### config.mk
export PLATFORM = sky130hd
export DESIGN_NAME = cdb_arbiter_flat
export DESIGN_NICKNAME = d
export VERILOG_FILES = /design/src/rtl/cdb_arbiter_if.sv /design/src/rtl/cdb_arbiter.sv /design/src/flat_wrapper.sv
export SDC_FILE = /design/constraint.sdc
export NUM_CORES = 1
export LEC_CHECK = 0
export CAP_MARGIN = 20
export CORE_UTILIZATION = 37
export DETAILED_ROUTE_END_ITERATION = 12
export HOLD_SLACK_MARGIN = 0.1
export PLACE_DENSITY = 0.88
export SLEW_MARGIN = 20
export SYNTH_ARGS = -nofsm -noshare
export SYNTH_HDL_FRONTEND = slang
export SYNTH_SLANG_ARGS = --single-unit
### constraint.sdc
create_clock -name clk -period 3.43 [get_ports clk]
set_input_delay 0.5145 -clock clk [delete_from_list [all_inputs] [get_ports clk]]
set_output_delay 0.5145 -clock clk [all_outputs]
set_load 0.05 [all_outputs]
### src/rtl/cdb_arbiter_if.sv
// cdb_arbiter_if: CDB packet type and the FU-request / broadcast bundle
package cdb_pkg;
    typedef struct packed {
        logic [3:0]  dest_ROB_entry;
        logic [31:0] result;
        logic        branch_result;
        logic        load_step1;
    } CDB_packet_t;
endpackage

interface cdb_arbiter_if #(
    parameter int N_REQ = 4,
    parameter int IDX_W = $clog2(N_REQ)
);
    logic [N_REQ-1:0]                    req_valid;
    cdb_pkg::CDB_packet_t [N_REQ-1:0]    req_packet;
    logic [N_REQ-1:0]                    req_yumi;
    logic                                cdb_valid;
    cdb_pkg::CDB_packet_t                cdb_out;
    logic [IDX_W-1:0]                    cdb_src;

    modport master (
        output req_valid, req_packet,
        input  req_yumi, cdb_valid, cdb_out, cdb_src
    );

    modport slave (
        input  req_valid, req_packet,
        output req_yumi, cdb_valid, cdb_out, cdb_src
    );
endinterface

### src/rtl/cdb_arbiter.sv
// cdb_arbiter: round-robin grant of FU results onto a registered common data bus
module cdb_arbiter #(
    parameter int N_REQ = 4,
    parameter int IDX_W = $clog2(N_REQ)
) (
    input  logic          clk,
    input  logic          reset,
    input  logic          flush,
    cdb_arbiter_if.slave  bus
);
    logic [IDX_W-1:0] prio_ptr;
    logic [IDX_W-1:0] win;
    logic             hit;

    function automatic logic [IDX_W-1:0] rr_idx(input logic [IDX_W-1:0] p, input int k);
        int j;
        j = int'(p) + k;
        return IDX_W'(j >= N_REQ ? j - N_REQ : j);
    endfunction

    // scan from prio_ptr downward in priority so the nearest valid requester overrides the rest
    always_comb begin
        win = '0;
        for (int k = N_REQ - 1; k >= 0; k--)
            if (bus.req_valid[rr_idx(prio_ptr, k)]) win = rr_idx(prio_ptr, k);
    end

    assign hit          = !reset && !flush && |bus.req_valid;
    assign bus.req_yumi = hit ? N_REQ'(1) << win : '0;

    // register the granted packet for broadcast and rotate priority past the winner
    always_ff @(posedge clk) begin
        if (reset) begin
            bus.cdb_valid <= 1'b0;
            bus.cdb_out   <= '0;
            bus.cdb_src   <= '0;
            prio_ptr      <= '0;
        end else begin
            bus.cdb_valid <= hit;
            if (hit) begin
                bus.cdb_out <= bus.req_packet[win];
                bus.cdb_src <= win;
                prio_ptr    <= (win == IDX_W'(N_REQ - 1)) ? '0 : win + 1'b1;
            end
        end
    end
endmodule

### src/flat_wrapper.sv
// flat-port wrapper written by rule: the top's interface ports become plain ports
module cdb_arbiter_flat 
#(
    parameter int N_REQ = 4,
    parameter int IDX_W = $clog2(N_REQ)
)
  (clk, reset, flush, bus_req_valid, bus_req_packet, bus_req_yumi, bus_cdb_valid, bus_cdb_out, bus_cdb_src);
  cdb_arbiter_if #(.N_REQ(N_REQ), .IDX_W(IDX_W)) bus_i ();
  input  logic clk;
  input  logic reset;
  input  logic flush;
  input wire logic [$bits(bus_i.req_valid)-1:0] bus_req_valid;
  input wire logic [$bits(bus_i.req_packet)-1:0] bus_req_packet;
  output wire logic [$bits(bus_i.req_yumi)-1:0] bus_req_yumi;
  output wire logic [$bits(bus_i.cdb_valid)-1:0] bus_cdb_valid;
  output wire logic [$bits(bus_i.cdb_out)-1:0] bus_cdb_out;
  output wire logic [$bits(bus_i.cdb_src)-1:0] bus_cdb_src;
  assign bus_i.req_valid = bus_req_valid;
  assign bus_i.req_packet = bus_req_packet;
  assign bus_req_yumi = bus_i.req_yumi;
  assign bus_cdb_valid = bus_i.cdb_valid;
  assign bus_cdb_out = bus_i.cdb_out;
  assign bus_cdb_src = bus_i.cdb_src;
  cdb_arbiter #(.N_REQ(N_REQ), .IDX_W(IDX_W)) u_core (.clk(clk), .reset(reset), .flush(flush), .bus(bus_i));
endmodule
==> parameters.txt <==
Parameter                              Value

Clock tree
  Longest Clk Path Bufs ... 2
  Cts bufs inserted ... 5
  Htree depth ... 2
  CTS-repair resized insts ... 0
  Clock-pin slew on the worst setup and hold paths ... 0.09 ns
  CTS tree ... done
  Total of hold buffers inserted after clock tree synthesis ... 0
  Number of post-CTS setup repair buffers ... 0
  TritonCTS Sinks ... 43
  Clock root cell ... sky130_fd_sc_hd__clkbuf_8
  Clock insertion delay at the later pin of the skew report ... 0.29 ns

Floorplanning
  Initial Util ... 38.66%
  Row cnt ... 30
  Width of the chip ... 86.49 um
  Area of the die ... 0.007481 mm^2
  Floorplan Core Area ... 0.006832 mm^2
  Number of ports placed on the die boundary ... 204
  Vert. Die Dim ... 86.49 um

Logic synthesis
  Cell taking the most area after synthesis ... sky130_fd_sc_hd__dfxtp_1
  Total of warnings raised by yosys ... 0
  Dominant cell by count in the synthesized netlist ... sky130_fd_sc_hd__nand2_1
  Part of the Yosys area used for sequential elements ... 32.59%
  Largest cells by area after synthesis ... sky130_fd_sc_hd__dfxtp_1 33%, sky130_fd_sc_hd__mux2i_1 14%, sky130_fd_sc_hd__a211oi_1 11%, sky130_fd_sc_hd__and3_1 9.0%, sky130_fd_sc_hd__nand2_1 6.5%
  Area share of the largest cell type after synthesis ... 32.59%
  Distinct cells, synth ... 28
  Register bit total from synthesis ... 43
  Area of the mapped netlist ... 0.002641 mm^2
  Fraction of registers with async set/reset ... 0%
  Synthesized netlist cell count ... 298
  Number of flops mapped to enable cells by yosys ... 0
  Mean cell area of the mapped netlist ... 8.863 um^2
  Post-synthesis net count ... 457
  Top cells by instance count after synthesis ... 46 x sky130_fd_sc_hd__nand2_1, 43 x sky130_fd_sc_hd__dfxtp_1, 38 x sky130_fd_sc_hd__and3_1, 38 x sky130_fd_sc_hd__mux2i_1, 37 x sky130_fd_sc_hd__a211oi_1
  Dominant register cell in the synthesized netlist ... sky130_fd_sc_hd__dfxtp_1

Timing
  Normalized max-slew margin ... 54.04%
  Unrepaired setup endpoints after global routing ... no
  Final Hold Viols ... 0
  Setup WS post-layout ... 0.3889 ns
  Post-route clock period utilization ... 88.66%
  Final Skew ... 0.006731 ns
  Count of pins over their slew limit ... 0
  Post-layout min period ... 3.041 ns
  Least-Margin Pin Slew ... 0.6877 ns
  Setup tns final ... 0 ns
  Hold_ws ... 0.4527 ns
  Final count of negative-setup-slack endpoints ... 0
  Peak Freq ... 0.3288 GHz

Cells and area
  Area used by multi-input combinational logic ... 0.001583 mm^2
  Number of standard cells in the layout, taps in and fillers out ... 582
  Layout cells sized above 1 ... 5.556%
  Register cell area after layout ... 860.8 um^2
  Final core occ ... 69.82%
  Layout-stage area growth over the synthesis result ... 80.58%
  Filler cell count ... 553
  Count of nets after finishing ... 645
  Final Instance Area ... 0.004770 mm^2
  Number of diodes ... 0

Setup path
  Data arrival time of the worst path ... 2.53 ns
  Start-to-end type of the worst setup path ... in2out
  Highest net fanout along the worst path ... 39
  CP max stage delay ... 0.59 ns
  Most frequent cell on the critical path ... sky130_fd_sc_hd__buf_4
  Required arrival time at the worst endpoint ... 2.92 ns
  Crit path launch type ... primary input
  Crit path cell chain ... clkdlybuf4s50_1 -> nor2_1 -> or4b_4 -> buf_4 -> nand2_4 -> nor3_1 -> buf_4
  Nature of the critical path endpoint ... output port
  Max stage delay cell, worst path ... sky130_fd_sc_hd__clkdlybuf4s50_1

Run status
  Status ... completed

GRT
  Vias in the first global route ... 3,124
  Global router's overall resource usage ... 25.99%
  Global-route wire length before repair ... 15,150 um
  Initial antenna violation count ... 0
  Pin count of the biggest net entering global routing ... 42
  Remaining global-route overflow ... 0

Place
  Half-perimeter wire length of the detailed placement result ... 7758 um
  Count of input and output buffers ... 203
  Pre-CTS WS ... 0.3995 ns
  Placed cell area ... 0.004682 mm^2
  Gp weighted congestion ... 0.7627
  Cells after DPL ... 575

Pwr
  Max VDD drop ... 0.1992 mV
  Power Density ... 357.1 mW/mm^2
  Leakage power ... 1.936 nW
  Power, Total ... 1.703 mW

Detailed routing
  Routed wire length per instance ... 17.13 um
  Vias after detailed routing ... 3,154
  Number of DRC markers after the initial detailed-route iteration ... 61
  DRT Pass-1 Iters ... 4
  Post-DR vias/cell ... 5.419
  Post-DRT Antenna Nets ... 0
  Total length of routed wires ... 9971 um
  Number of design rule violations left after detail routing ... 0

Run
  Maximum capacitance violations ... 0

Worst hold path
  Worst hold path class ... reg2reg
## cells by family after synthesis
| group | count (synthesis) | share of synthesized area [%] |
|---|---|---|
| and+or+nand+nor | 103 | 20.13 |
| muxes | 38 | 14.40 |
| buffers and inverters | 32 | 8.195 |
| DFF | 43 | 32.59 |
| AOI/OAI and AO/OA | 82 | 24.68 |
## metal layers
metal | global-route usage (%) | part of all wire [%] | routed length (um)
met2 | 50.00 | 51 | 5109
met4 | 10.30 | 2.8 | 279
met1 | 26.69 | 37 | 3660
met3 | 6.571 | 9.2 | 920
met5 | 0 | 0 | 0
## worst max-delay path: cells and delay by family
kind | cells | cell delay [ns]
buffers and inverters | 3 | 1.05
AND/OR/NAND/NOR | 4 | 0.94
## state kept, by name (all words and copies together) (netlist names)
| name | count |
|---|---|
| u_core.bus.cdb_out | 38 |
| u_core.bus.cdb_src | 2 |
| u_core.prio_ptr | 2 |
| u_core.bus.cdb_valid | 1 |
## where the power goes
part / leakage, nW / switching (mW) / total [mW] / internal [mW]
combinational: 1.53 / 0.419 / 0.792 / 0.373
sequential: 0.355 / 0.0290 / 0.581 / 0.552
clock: 0.0470 / 0.172 / 0.330 / 0.158
## cells in the final DEF (no fill, tap or decap), types with 2 or more instances in the layout
cell                                n
sky130_fd_sc_hd__clkdlybuf4s50_1  199
sky130_fd_sc_hd__mux2i_1           38
sky130_fd_sc_hd__clkbuf_8           6
sky130_fd_sc_hd__dfxtp_1           43
sky130_fd_sc_hd__o31ai_1           19
sky130_fd_sc_hd__and3_1            38
sky130_fd_sc_hd__nor2b_1            4
sky130_fd_sc_hd__nor2_1             4
sky130_fd_sc_hd__buf_12             2
sky130_fd_sc_hd__o221ai_1          19
sky130_fd_sc_hd__o21ai_0            2
sky130_fd_sc_hd__nor3_1             4
sky130_fd_sc_hd__buf_4             11
sky130_fd_sc_hd__a211oi_1          37
sky130_fd_sc_hd__nand2_1           46
## worst paths after layout
check / from / to / slack [ns] / depth (start not counted)
min: u_core.bus.cdb_src[1] / u_core.bus.cdb_src[1] / 0.45 / 2
max: bus_req_valid[3] / bus_req_yumi[0] / 0.39 / 7
min reg2reg: u_core.bus.cdb_src[1] / u_core.bus.cdb_src[1] / 0.45 / 2
max reg2reg: u_core.prio_ptr[0] / u_core.bus.cdb_out[16] / 1.10 / 7
## final cells by class
type / count / share of cell area, %
Clock inverter: 1 / 0.1049
Timing Repair Buffer: 212 / 44.33
Tap cell: 96 / 2.518
Clock buffer: 6 / 1.731
Sequential cell: 43 / 18.05
Multi-Input combinational cell: 223 / 33.18
Inverter: 1 / 0.07870
(Power assumes the default switching activity.)
